<file path="src/rtl/jt49_pkg.sv">
// jt49_pkg: shared widths, FIFO depth and FSM encoding for the DC-removal filter.
package jt49_pkg;
   localparam int OW = 16;
   localparam int FDEPTH = 2;
   localparam int OVW = 8;
   typedef enum logic {INIT = 1'b0, RUN = 1'b1} state_t;
endpackage

</file>
<file path="src/rtl/jt49_dcrm_if.sv">
// jt49_dcrm_if: push/pop bundle between the filter pipeline and its output FIFO.
interface jt49_dcrm_if;
   import jt49_pkg::*;
   logic push;
   logic signed [OW-1:0] data_in;
   logic flush;
   logic ready;
   logic valid;
   logic signed [OW-1:0] data_out;
   logic drop;
   modport master(output push, data_in, flush, ready, input valid, data_out, drop);
   modport slave(input push, data_in, flush, ready, output valid, data_out, drop);
endinterface

</file>
<file path="src/rtl/jt49_dcrm_fifo.sv">
// jt49_dcrm_fifo: 2-entry output FIFO; e0 is always the oldest entry.
module jt49_dcrm_fifo
   import jt49_pkg::*;
(
   input logic clk,
   input logic rst,
   jt49_dcrm_if.slave s
);
   logic signed [OW-1:0] e0_q, e0_d, e1_q, e1_d;
   logic [1:0] cnt_q, cnt_d, rem;
   logic pop_ok, push_ok;
   always_comb begin
      pop_ok = s.ready & (cnt_q != 2'd0);
      push_ok = s.push & ((cnt_q != 2'(FDEPTH)) | pop_ok);
      rem = cnt_q - {1'b0, pop_ok};
      cnt_d = s.flush ? 2'd0 : rem + {1'b0, push_ok};
      e0_d = (push_ok && rem == 2'd0) ? s.data_in : pop_ok ? e1_q : e0_q;
      e1_d = (push_ok && rem == 2'd1) ? s.data_in : e1_q;
   end
   always_ff @(posedge clk) begin
      if (rst) begin
         cnt_q <= 2'd0;
         e0_q <= '0;
         e1_q <= '0;
      end else begin
         cnt_q <= cnt_d;
         e0_q <= e0_d;
         e1_q <= e1_d;
      end
   end
   assign s.valid = cnt_q != 2'd0;
   assign s.data_out = s.valid ? e0_q : '0;
   // a flush discards everything anyway, so it never counts as an overflow
   assign s.drop = s.push & ~push_ok & ~s.flush;
endmodule

</file>
<file path="src/rtl/jt49_dcrm.sv">
// jt49_dcrm: PSG DC removal -- running-mean subtraction, gain, saturation, 2-deep output FIFO.
module jt49_dcrm
   import jt49_pkg::*;
#(
   parameter int SHIFT = 8,
   parameter int DW = 10
) (
   input logic clk,
   input logic rst,
   input logic [DW-1:0] din,
   input logic din_stb,
   input logic [2:0] gain,
   input logic clr,
   output logic signed [OW-1:0] dout,
   output logic dout_valid,
   input logic dout_ready,
   output logic [OVW-1:0] ovf_cnt
);
   localparam int AW = DW + SHIFT;
   localparam int YW = OW + 8;
   localparam logic signed [YW-1:0] YMAX = 32767;
   localparam logic signed [YW-1:0] YMIN = -32768;
   state_t state_q, state_d;
   logic [AW-1:0] avg_q, avg_d;
   logic signed [DW:0] d_q, d_d;
   logic v_q, v_d, take;
   logic [OVW-1:0] ovf_q, ovf_d;
   logic [DW-1:0] mean;
   logic signed [YW-1:0] wide;
   logic signed [OW-1:0] y;
   jt49_dcrm_if f();
   always_comb begin
      mean = avg_q[AW-1:SHIFT];
      take = din_stb & ~clr;
      v_d = take;
      d_d = state_q == INIT ? '0 : $signed({1'b0, din}) - $signed({1'b0, mean});
      avg_d = !take ? avg_q : state_q == INIT ? {din, {SHIFT{1'b0}}} : avg_q + AW'(din) - AW'(mean);
      state_d = clr ? INIT : take ? RUN : state_q;
      wide = YW'(d_q) <<< (5'(15 - DW) + 5'(gain));
      y = wide > YMAX ? 16'sh7fff : wide < YMIN ? 16'sh8000 : wide[OW-1:0];
      ovf_d = (f.drop && ovf_q != '1) ? ovf_q + OVW'(1) : ovf_q;
   end
   always_ff @(posedge clk) begin
      if (rst) begin
         state_q <= INIT;
         avg_q <= '0;
         d_q <= '0;
         v_q <= 1'b0;
         ovf_q <= '0;
      end else begin
         state_q <= state_d;
         avg_q <= avg_d;
         d_q <= d_d;
         v_q <= v_d;
         ovf_q <= ovf_d;
      end
   end
   // stage 2 is combinational: the FIFO register itself is the second pipeline stage
   assign f.push = v_q & ~clr;
   assign f.data_in = y;
   assign f.flush = clr;
   assign f.ready = dout_ready;
   jt49_dcrm_fifo u_fifo(.clk(clk), .rst(rst), .s(f.slave));
   assign dout = f.data_out;
   assign dout_valid = f.valid;
   assign ovf_cnt = ovf_q;
endmodule

</file>
<file path="config.mk">
export PLATFORM = sky130hd
export DESIGN_NAME = jt49_dcrm
export DESIGN_NICKNAME = d
export VERILOG_FILES = /design/src/rtl/jt49_pkg.sv /design/src/rtl/jt49_dcrm_if.sv /design/src/rtl/jt49_dcrm_fifo.sv /design/src/rtl/jt49_dcrm.sv
export SDC_FILE = /design/constraint.sdc
export NUM_CORES = 1
export LEC_CHECK = 0
export CAP_MARGIN = 20
export CORE_AREA = 2 2 97 99
export DETAILED_ROUTE_END_ITERATION = 7
export DIE_AREA = 0 0 99 101
export GPL_ROUTABILITY_DRIVEN = 0
export PLACE_DENSITY_LB_ADDON = 0.08
export SETUP_SLACK_MARGIN = 0.1
export SLEW_MARGIN = 20
export SYNTH_ARGS = -nofsm -noshare
export SYNTH_HDL_FRONTEND = slang
export SYNTH_SLANG_ARGS = --single-unit
</file>
<file path="constraint.sdc">
create_clock -name clk -period 6.5 [get_ports clk]
set_input_delay 1.3 -clock clk [delete_from_list [all_inputs] [get_ports clk]]
set_output_delay 1.3 -clock clk [all_outputs]
set_load 0.03 [all_outputs]
</file>
==> Implementation_results.wiki <==
{| class="wikitable"
! Metric !! Value
|-
| Run status || finished clean
|-
| Endpoint of the most critical register-to-register path || avg_q[17]$_SDFFE_PP0P_
|-
| Largest family of logic cells by synthesized area || compound AO/OA/AOI/OAI gates
|-
| Final setup skew || 14.5 ps
|-
| EDFF count, synth || 0
|-
| CTS sink cnt || 73
|-
| Max Cap Violations || 0
|-
| Avg WL per Cell || between 15 and 20 um
|-
| Setup tns final || 0 ps
|-
| Global-route wire length before repair || 20300 um
|-
| Core area || approximately 9000 um2
|-
| Post-detail-place hpwl || between 9000 and 10000 um
|-
| Min cycle time layout || ~5100 ps
|-
| Via count of the first global-routing pass || 4321
|-
| Max-slew violation count || 0
|-
| Cells along the critical path || clkdlybuf4s50_1 -> ha_1 -> mux4_1 -> mux4_2 -> nor2_2 -> a31oi_2 -> a221oi_2 -> o32ai_1
|-
| DRC violations left || 0
|-
| Overall via count from detail_route || 4731
|-
| Syn Area/Cell || 8.05 um2
|-
| Peak supply drop || 0.116 mV
|-
| Layout Nets || 736
|-
| Number of H-tree levels || 3
|-
| Cell type group with the largest total delay on the critical path || multiplexers
|-
| Count of buffer and inverter cells on the critical path || 1
|-
| Static Leak || 2.39 nW
|-
| Final Hold Fails || 0
|-
| Placed Cells || 774
|-
| Startpoint Class || primary input
|-
| Number of buffers on the longest clock path || 2
|-
| Capturing element type of the critical path || flip-flop
|-
| ANT nets after route || 0
|-
| DR iter-0 viols || 147
|-
| Final Power || 1.18 mW
|-
| Synth async-reset ratio || 0%
|-
| Synth Net Count || 708
|-
| Mux share of post-synthesis cell area || approximately 9%
|-
| Data required, critical path || between 6000 and 7000 ps
|-
| # resized after CTS || 0
|-
| Hold path startpoint || avg_q[0]$_SDFFE_PP0P_
|-
| Minimum hold slack || 454 ps
|-
| Flops & latches, synth || 73
|-
| Number of warnings reported in the yosys synthesis log || 0
|-
| Maximum clock frequency || 0.197 GHz
|-
| Number of library cell types mapped by synthesis || 56
|-
| Post-layout instance count excluding filler cells || 791
|-
| Area growth, synth to finish || 12.5%
|-
| Reg2reg setup slack || 2800 ps
|-
| Delay of the slowest cell on the worst path || 960 ps
|-
| Number of cells produced by synthesis || approximately 650
|-
| Height of the die || 101 um
|-
| Setup repair after global routing missed its margin || false
|-
| Die X-Extent || 99 um
|-
| Logic depth of the worst register-to-register path || 12
|-
| Antenna Cells || 0
|-
| Initial antenna violation count || 0
|-
| Sum of overflow across all layers after global routing || 0
|-
| Clock root buffer || clkbuf_8
|-
| Final critical-path setup slack || 1420 ps
|-
| Max Fanout on Critical Path || 21
|-
| Skew-Pair Late Insertion Delay || approximately 360 ps
|-
| Post-Synth Adder-Cell Area || approximately an eighth
|-
| Starting utilization of the core area || between 50 and 60%
|-
| Relative slew slack || 26.9%
|-
| Endpoint, Worst Hold || avg_q[0]$_SDFFE_PP0P_
|-
| Total iterations of the first detailed-routing run || 5
|-
| Num ports || 43
|-
| Overall global routing resource usage || 25.3%
|-
| Class of the most critical hold timing path || reg2reg
|-
| Most area-consuming cells after synthesis || dfxtp_1 28%, ha_1 7.7%, inv_1 5.3%
|-
| CP max-delay cell || ha_1
|-
| Area fraction in compound gates after synthesis || 21.4%
|-
| Clock transition at the register clock pins on the worst setup and hold paths after CTS || 90 ps
|-
| Total wirelength of the detailed-routed design || 12400 um
|-
| Number of input and output port buffers inserted || 42
|-
| Power Dens Cells || about 200 nW/um2
|-
| Critical path class || in2reg
|-
| Cell Area, Synth || 5210 um2
|-
| Clock tree from TritonCTS || yes
|-
| Worst setup slack before clock tree synthesis || about 1100 ps
|-
| Part of the Yosys area used for sequential elements || 28.0%
|-
| Final clock period utilization by the worst path || 78.1%
|-
| Via density per instance || 5.98
|-
| Commonest cells after routing, fill and taps aside || 73 x inv_1, 73 x dfxtp_1, 71 x nor2_1
|-
| Buffer count from post-CTS setup fixing || 0
|-
| Hold-critical path depth || 2
|-
| Launching point of the worst reg2reg path || avg_q[6]$_SDFFE_PP0P_
|-
| Number of placement rows || 35
|-
| Hold buffer count at CTS || 0
|-
| Final-report setup violation count || 0
|-
| Fraction of layout instances using a drive strength above 1 || 6.03%
|-
| Pin count of the biggest net entering global routing || 60
|-
| WP data arrival || 5300 ps
|-
| Cell type contributing the most total cell area after synthesis || dfxtp_1
|-
| Basic-gate share of the synthesized area counting and, or, nand and nor cells || approximately 17%
|-
| Main flop type after synthesis || dfxtp_1
|-
| Xor/xnor cell area share of the yosys netlist || 4.68%
|-
| Inserted Clock Buffers || 9
|-
| Die Outline Area || about 10000 um2
|-
| Tightest Pin Transition || 1090 ps
|-
| Top-area cell type share of the netlist area || 28.0%
|}
-- per-stage QoR --
step	util [%]	area [um2]
3_5_place_dp	63.1	5670
3_3_place_gp	63.1	5670
6_report	65.3	5860
5_1_grt	65.3	5860
2_1_floorplan	-	5210
4_1_cts	65.2	5850
-- power breakdown --
part | internal [mW] | leakage, nW | switching (mW) | total (mW)
sequential | 0.459 | 0.592 | 0.0128 | 0.472
clock | 0.145 | 0.0884 | 0.197 | 0.342
combinational | 0.152 | 1.70 | 0.217 | 0.369
total | 0.756 | 2.39 | 0.427 | 1.18
-- logic make-up (layout without fill, tap and decap cells) --
| group | after synthesis | in the layout |
|---|---|---|
| DFF | 73 | 73 |
| xor gates and xnor gates | 27 | 27 |
| muxes | 34 | 34 |
| adders and majority gates | 43 | 43 |
| buffers and inverters | 104 | 137 |
| and+or+nand+nor | 193 | 193 |
| AOI/OAI and AO/OA | 173 | 173 |
-- flip-flops by register name (all words and copies together) (netlist names) --
signal        count
avg_q            18
u_fifo.e0_q      16
u_fifo.e1_q      16
d_q              11
ovf_cnt           8
u_fifo.cnt_q      2
state_q           1
v_q               1
-- worst max path at each step --
stage / from / end / cells after the start
after global routing: gain[0] / u_fifo.e1_q[0]$_SDFFE_PP0P_ / 9
after floorplan: din[6] / avg_q[17]$_SDFFE_PP0P_ / 13
final: gain[0] / u_fifo.e1_q[11]$_SDFFE_PP0P_ / 8
after global placement: gain[0] / u_fifo.e0_q[0]$_SDFFE_PP0P_ / 9
after CTS: gain[0] / u_fifo.e1_q[0]$_SDFFE_PP0P_ / 9
after detailed placement: gain[0] / u_fifo.e1_q[0]$_SDFFE_PP0P_ / 9
-- synth_stat cells, types with 9 or more instances --
| cell type | number |
|---|---|
| nor2b_1 | 22 |
| a21oi_1 | 52 |
| xnor2_1 | 17 |
| inv_1 | 73 |
| nand3_1 | 12 |
| xor2_1 | 9 |
| dfxtp_1 | 73 |
| mux2i_1 | 22 |
| fa_1 | 11 |
| o21ai_0 | 36 |
| nor3_1 | 14 |
| nor2_1 | 71 |
| ha_1 | 32 |
| nand2_1 | 44 |
| a21o_1 | 13 |
| clkbuf_1 | 20 |
| a211oi_1 | 25 |
-- cell type report --
| cell class | instances | area [um2] |
|---|---|---|
| clock buffer | 9 | 124 |
| clock inverter | 7 | 61.3 |
| fill | 783 | 3110 |
| inverter | 73 | 274 |
| multi-input combinational | 470 | 3340 |
| sequential | 73 | 1460 |
| tap | 111 | 139 |
| timing repair buffer | 48 | 463 |
-- worst register-to-register path: stages, from the launching register on --
cell       delay (ps)
dfxtp_1           330
inv_1              50
fa_1              500
inv_1              40
ha_1              380
a2111oi_0         440
o21ai_0           260
a311oi_1          470
o21ai_1           240
nand4_1           150
mux2_2            350
a211o_1           260
a31oi_1           160
-- per-layer routing --
metal | part of all wire (%) | track usage [%] | wire length (um)
met5 | 0 | 0 | 0
met1 | 42 | 31.0 | 5240
met3 | 4.7 | 3.19 | 579
met2 | 49 | 44.2 | 6130
met4 | 3.5 | 11.8 | 438
No activity file was read; power rests on OpenSTA's default activity.
